File: src/rtl/mips_mc_pkg.sv
// Shared types and constants for the multicycle MIPS controller: state
// encoding, opcodes, alu_op encoding and the control word carried to the datapath.
package mips_mc_pkg;

  typedef enum logic [3:0] {
    S_FETCH  = 4'd0,
    S_DECODE = 4'd1,
    S_MEMADR = 4'd2,
    S_MEMRD  = 4'd3,
    S_MEMWB  = 4'd4,
    S_MEMWR  = 4'd5,
    S_EXEC   = 4'd6,
    S_ALUWB  = 4'd7,
    S_BRANCH = 4'd8,
    S_ADDIEX = 4'd9,
    S_ADDIWB = 4'd10,
    S_JUMP   = 4'd11
  } state_t;

  localparam logic [5:0] OP_RTYPE = 6'b000000;
  localparam logic [5:0] OP_LW    = 6'b100011;
  localparam logic [5:0] OP_SW    = 6'b101011;
  localparam logic [5:0] OP_BEQ   = 6'b000100;
  localparam logic [5:0] OP_ADDI  = 6'b001000;
  localparam logic [5:0] OP_J     = 6'b000010;

  localparam logic [1:0] ALUOP_ADD   = 2'b00;
  localparam logic [1:0] ALUOP_SUB   = 2'b01;
  localparam logic [1:0] ALUOP_FUNCT = 2'b10;

  // fetch_gate marks strobes that only fire once memory reports ready
  typedef struct packed {
    logic       ir_write;
    logic       pc_write;
    logic       fetch_gate;
    logic       branch;
    logic       i_or_d;
    logic       mem_write;
    logic       reg_write;
    logic       reg_dst;
    logic       mem_to_reg;
    logic       alu_src_a;
    logic [1:0] alu_src_b;
    logic [1:0] pc_src;
    logic [1:0] alu_op;
  } ctrl_word_t;

  function automatic logic op_legal(input logic [5:0] op);
    return (op == OP_RTYPE) || (op == OP_LW) || (op == OP_SW) ||
           (op == OP_BEQ) || (op == OP_ADDI) || (op == OP_J);
  endfunction

endpackage

File: src/rtl/mc_ctrl_outdec.sv
// Pure state-to-control-word decode; encodings 12-15 fall back to FETCH values.
module mc_ctrl_outdec
  import mips_mc_pkg::*;
(
  input  state_t     state_i,
  output ctrl_word_t cw_o
);

  always_comb begin
    cw_o = '0;
    case (state_i)
      S_DECODE: cw_o.alu_src_b = 2'b11;
      S_MEMADR: begin
        cw_o.alu_src_a = 1'b1;
        cw_o.alu_src_b = 2'b10;
      end
      S_MEMRD:  cw_o.i_or_d = 1'b1;
      S_MEMWB: begin
        cw_o.mem_to_reg = 1'b1;
        cw_o.reg_write  = 1'b1;
      end
      S_MEMWR: begin
        cw_o.i_or_d    = 1'b1;
        cw_o.mem_write = 1'b1;
      end
      S_EXEC: begin
        cw_o.alu_src_a = 1'b1;
        cw_o.alu_op    = ALUOP_FUNCT;
      end
      S_ALUWB: begin
        cw_o.reg_dst   = 1'b1;
        cw_o.reg_write = 1'b1;
      end
      S_BRANCH: begin
        cw_o.alu_src_a = 1'b1;
        cw_o.alu_op    = ALUOP_SUB;
        cw_o.pc_src    = 2'b01;
        cw_o.branch    = 1'b1;
      end
      S_ADDIEX: begin
        cw_o.alu_src_a = 1'b1;
        cw_o.alu_src_b = 2'b10;
      end
      S_ADDIWB: cw_o.reg_write = 1'b1;
      S_JUMP: begin
        cw_o.pc_src   = 2'b10;
        cw_o.pc_write = 1'b1;
      end
      default: begin
        cw_o.ir_write   = 1'b1;
        cw_o.pc_write   = 1'b1;
        cw_o.fetch_gate = 1'b1;
        cw_o.alu_src_b  = 2'b01;
        cw_o.alu_op     = ALUOP_ADD;
      end
    endcase
  end

endmodule

File: src/rtl/mc_main_ctrl.sv
// Multicycle MIPS main controller: state register, opcode-driven next state,
// and ready/zero/reset gating of the decoded control word.
module mc_main_ctrl
  import mips_mc_pkg::*;
#(
  parameter int OP_W    = 6,
  parameter int ALUOP_W = 2
) (
  input  logic               clk_i,
  input  logic               rst_i,
  input  logic [OP_W-1:0]    op_i6,
  input  logic               zero_i,
  input  logic               mem_ready_i,
  output logic               ir_write_o,
  output logic               pc_en_o,
  output logic               i_or_d_o,
  output logic               mem_write_o,
  output logic               reg_write_o,
  output logic               reg_dst_o,
  output logic               mem_to_reg_o,
  output logic               alu_src_a_o,
  output logic [1:0]         alu_src_b_o2,
  output logic [1:0]         pc_src_o2,
  output logic [ALUOP_W-1:0] alu_op_o2,
  output logic               illegal_o,
  output logic [3:0]         state_o4
);

  state_t     state_q, state_d, dec_state;
  ctrl_word_t cw;
  logic       ready_ok;

  always_comb begin
    state_d = S_FETCH;
    case (state_q)
      S_FETCH:  state_d = mem_ready_i ? S_DECODE : S_FETCH;
      S_DECODE: begin
        case (op_i6)
          OP_LW, OP_SW: state_d = S_MEMADR;
          OP_RTYPE:     state_d = S_EXEC;
          OP_BEQ:       state_d = S_BRANCH;
          OP_ADDI:      state_d = S_ADDIEX;
          OP_J:         state_d = S_JUMP;
          default:      state_d = S_FETCH;
        endcase
      end
      S_MEMADR: state_d = (op_i6 == OP_LW) ? S_MEMRD : S_MEMWR;
      S_MEMRD:  state_d = mem_ready_i ? S_MEMWB : S_MEMRD;
      S_MEMWR:  state_d = mem_ready_i ? S_FETCH : S_MEMWR;
      S_EXEC:   state_d = S_ALUWB;
      S_ADDIEX: state_d = S_ADDIWB;
      default:  state_d = S_FETCH;
    endcase
  end

  always_ff @(posedge clk_i) begin
    if (rst_i) state_q <= S_FETCH;
    else       state_q <= state_d;
  end

  // While in reset the outputs present FETCH, not the abandoned state
  assign dec_state = rst_i ? S_FETCH : state_q;

  mc_ctrl_outdec u_outdec (
    .state_i (dec_state),
    .cw_o    (cw)
  );

  assign ready_ok     = ~cw.fetch_gate | mem_ready_i;
  assign ir_write_o   = ~rst_i & cw.ir_write & ready_ok;
  assign pc_en_o      = ~rst_i & ((cw.pc_write & ready_ok) | (cw.branch & zero_i));
  assign mem_write_o  = ~rst_i & cw.mem_write;
  assign reg_write_o  = ~rst_i & cw.reg_write;
  assign illegal_o    = ~rst_i & (state_q == S_DECODE) & ~op_legal(op_i6);
  assign i_or_d_o     = cw.i_or_d;
  assign reg_dst_o    = cw.reg_dst;
  assign mem_to_reg_o = cw.mem_to_reg;
  assign alu_src_a_o  = cw.alu_src_a;
  assign alu_src_b_o2 = cw.alu_src_b;
  assign pc_src_o2    = cw.pc_src;
  assign alu_op_o2    = cw.alu_op;
  assign state_o4     = dec_state;

endmodule

File: config.mk
export PLATFORM = sky130hd
export DESIGN_NAME = mc_main_ctrl
export DESIGN_NICKNAME = d
export VERILOG_FILES = /design/src/rtl/mips_mc_pkg.sv /design/src/rtl/mc_ctrl_outdec.sv /design/src/rtl/mc_main_ctrl.sv
export SDC_FILE = /design/constraint.sdc
export NUM_CORES = 1
export LEC_CHECK = 0
export ABC_AREA = 0
export CORE_MARGIN = 5
export CORE_UTILIZATION = 42
export CTS_CLUSTER_DIAMETER = 200
export DETAILED_ROUTE_END_ITERATION = 6
export GPL_ROUTABILITY_DRIVEN = 0
export HOLD_SLACK_MARGIN = 0.03
export PLACE_DENSITY = 0.81
export SLEW_MARGIN = 20
export SYNTH_ARGS = -nofsm -noshare
export SYNTH_HDL_FRONTEND = slang
export SYNTH_SLANG_ARGS = --single-unit
File: constraint.sdc
create_clock -name clk_i -period 3.1 [get_ports clk_i]
set_clock_uncertainty 0.05 [all_clocks]
set_input_delay 0.465 -clock clk_i [delete_from_list [all_inputs] [get_ports clk_i]]
set_output_delay 0.465 -clock clk_i [all_outputs]
set_load 0.01 [all_outputs]
==> flow_summary.json <==
{
  "start_util": 0.445,
  "nNetsFinal": 125,
  "cts.repair.resized": 0,
  "wl_met2_um": 742,
  "vias": 725,
  "grt.total_usage": 0.167,
  "htreeDepth": 1,
  "areaGrowthSynthToFinish_pct": 51.4,
  "synth_compound_area_frac": 0.235,
  "max-vdd-ir-drop_uv": 279,
  "hold_buffers": 0,
  "synth_simple_gate_area_frac": 0.482,
  "worstSkewPairLatency_ns": 0.23,
  "fin_area_um2": 888,
  "post_cts_buffers": 0,
  "clkSinkCount": 4,
  "grt_start_max_net_pins": 21,
  "outcome": "completed",
  "worstPathRequired_ns": 2.58,
  "clock.fmax_mhz": 355,
  "cp_slowest_cell": "clkdlybuf4s50_1",
  "cts_made_buffers": 3,
  "first_pass_iters": 4,
  "wirelength_um": 1670,
  "cp_max_fo": 5,
  "routedWlPerCell_um": 13.1,
  "fin_total_pwr_w": 0.000175,
  "dieArea_mm2": 0.00224,
  "mostFrequentLayoutCell": "clkdlybuf4s50_1",
  "antenna_cells": 0,
  "reg.largest.list": "state_q x4",
  "cp-start-kind": "input pin",
  "multi_input_area_um2": 457,
  "ys_top_cells_by_area": "dfxtp_1 14%, a21oi_1 7.7%, nand2b_1 6.4%",
  "cpMostUsedCell": "clkdlybuf4s50_1",
  "coreArea_mm2": 0.00132,
  "worst_ep_arrival_time_ns": 2.30,
  "fillers": 129,
  "fin_setup_tns_ns": 0,
  "slew-limit-headroom": 0.596,
  "synth_fa_ha_area_frac": 0,
  "end_kind": "primary output",
  "drive_gt1_frac": 0.0885,
  "rsz0062_at_grt": "no",
  "regMostFlops": "state_q",
  "cts_tree": "built",
  "top_layer": "met3",
  "largest_reg_flops": 4,
  "layout_common_cells": "28 x clkdlybuf4s50_1, 9 x nor2_1, 9 x a21oi_1",
  "synth_fp_nets": 98,
  "synthCells": 88,
  "ant_nets": 0,
  "fin_ws_ns": 0.281,
  "drc": 0,
  "synth_seq_area_share": 0.136,
  "ys_seq_elements": 4,
  "synth_top_flop_cell": "dfxtp_1",
  "synth_top_area_frac": 0.136,
  "hpwl_um": 1290,
  "synth_edf_count": 0,
  "yosys.area.top_type": "dfxtp_1",
  "grt_pass1_vias": 658,
  "p_leak_nw": 0.291,
  "dp_slack_ns": 0.269,
  "io_buffers": 28,
  "grt_pass1_wl_um": 2700,
  "drt_iter0_markers": 4,
  "io_pins": 29,
  "dpl_cell_area_um2": 866,
  "clk_pin_slew_ns": 0.03,
  "powerDensity_mw_per_mm2": 197,
  "hold_class": "register to register",
  "worst_pin_slew_ns": 0.605,
  "clockRootBuffer": "clkbuf_4",
  "gr-total-overflow": 0,
  "met1_length_um": 776,
  "setup_viol": 0,
  "period_minus_slack_ns": 2.82,
  "finalCritPeriodShare": 0.909,
  "cpPeakStageDelay_ns": 0.54,
  "cp_cell_sequence": "clkdlybuf4s50_1 -> xor2_1 -> o21ai_0 -> o41ai_1 -> nor4_1 -> clkdlybuf4s50_1",
  "async_flop_share": 0,
  "cap_viol_max_count": 0,
  "die_h_um": 47.4,
  "post_synth_mux_area_share": 0.0171,
  "die_x_um": 47.4,
  "fin_worst_hold_slack_ns": 0.771,
  "synth_top_family_by_area": "simple AND/OR/NAND/NOR gates",
  "synth_xor_xnor_area_share": 0.0448,
  "postSynthAreaPerCell_um2": 6.67,
  "finalMaxSlewViolations": 0,
  "finalHoldViolCount": 0,
  "yosysUniqueCellTypes": 36,
  "antenna_found_initial": 0,
  "wl_met3_um": 153,
  "seq_area_um2": 80.1,
  "rows": 13,
  "critPathKind": "input pin to primary output",
  "synthesis.area_um2": 587,
  "via_per_inst": 5.66,
  "ys.warnings.count": 0,
  "cts_max_path_buffers": 2
}
==> critical path: cells and delay by family <==
kind            cells  cell delay, ns
xor+xnor            1            0.21
compound gates      2            0.46
buf+inv             2            1.04
simple gates        1            0.11
==> metal layers <==
metal / vias to the layer above / GRT usage
met3: 0 / 0.0345
met2: 24 / 0.291
li1: 379 / -
met5: - / 0
met1: 322 / 0.202
met4: 0 / 0.0497
==> cell usage after synthesis, types with 2 or more instances <==
cell,n
a31oi_1,4
inv_1,2
nor4_1,5
nor2b_1,3
buf_2,4
nor3b_1,3
nand3_1,3
clkbuf_1,3
nor2_1,9
dfxtp_1,4
a21oi_1,9
nor3_1,5
xor2_1,2
nor4b_1,2
nand2_1,3
o21ai_0,2
nand2b_1,6
==> worst paths after layout <==
| kind | from | endpoint | slack (ns) | depth (start not counted) |
|---|---|---|---|---|
| setup / recovery | op_i6[3] | illegal_o | 0.28 | 6 |
| hold / removal | state_q[3] | state_q[2] | 0.77 | 3 |
| setup reg to reg | state_q[0] | state_q[0] | 1.38 | 4 |
| hold reg to reg | state_q[3] | state_q[2] | 0.77 | 3 |
==> cells by family after synthesis <==
group | Yosys count
flip-flops | 4
XOR/XNOR | 3
multiplexers | 1
AND/OR/NAND/NOR | 47
AO/OA/AOI/OAI | 22
buffers and inverters | 11
==> per-stage QoR <==
step | cells | util
finish | 128 | 0.674
global route | 128 | 0.674
CTS | 128 | 0.674
detailed placement | 125 | 0.657
global placement | 125 | 0.657
floorplan | 88 | -
==> where the power goes <==
part	total [W]	internal (W)	switching (W)
combinational	0.0000559	0.0000311	0.0000248
clock	0.0000611	0.0000431	0.0000180
sequential	0.0000581	0.0000530	0.00000513
==> layout make-up <==
cell class	count	share of cell area
Clock buffer	3	0.0254
Inverter	2	0.00845
Multi-Input combinational cell	73	0.514
Sequential cell	4	0.0901
Tap cell	15	0.0211
Timing Repair Buffer	31	0.341
Power figures use the tool's default switching activity.
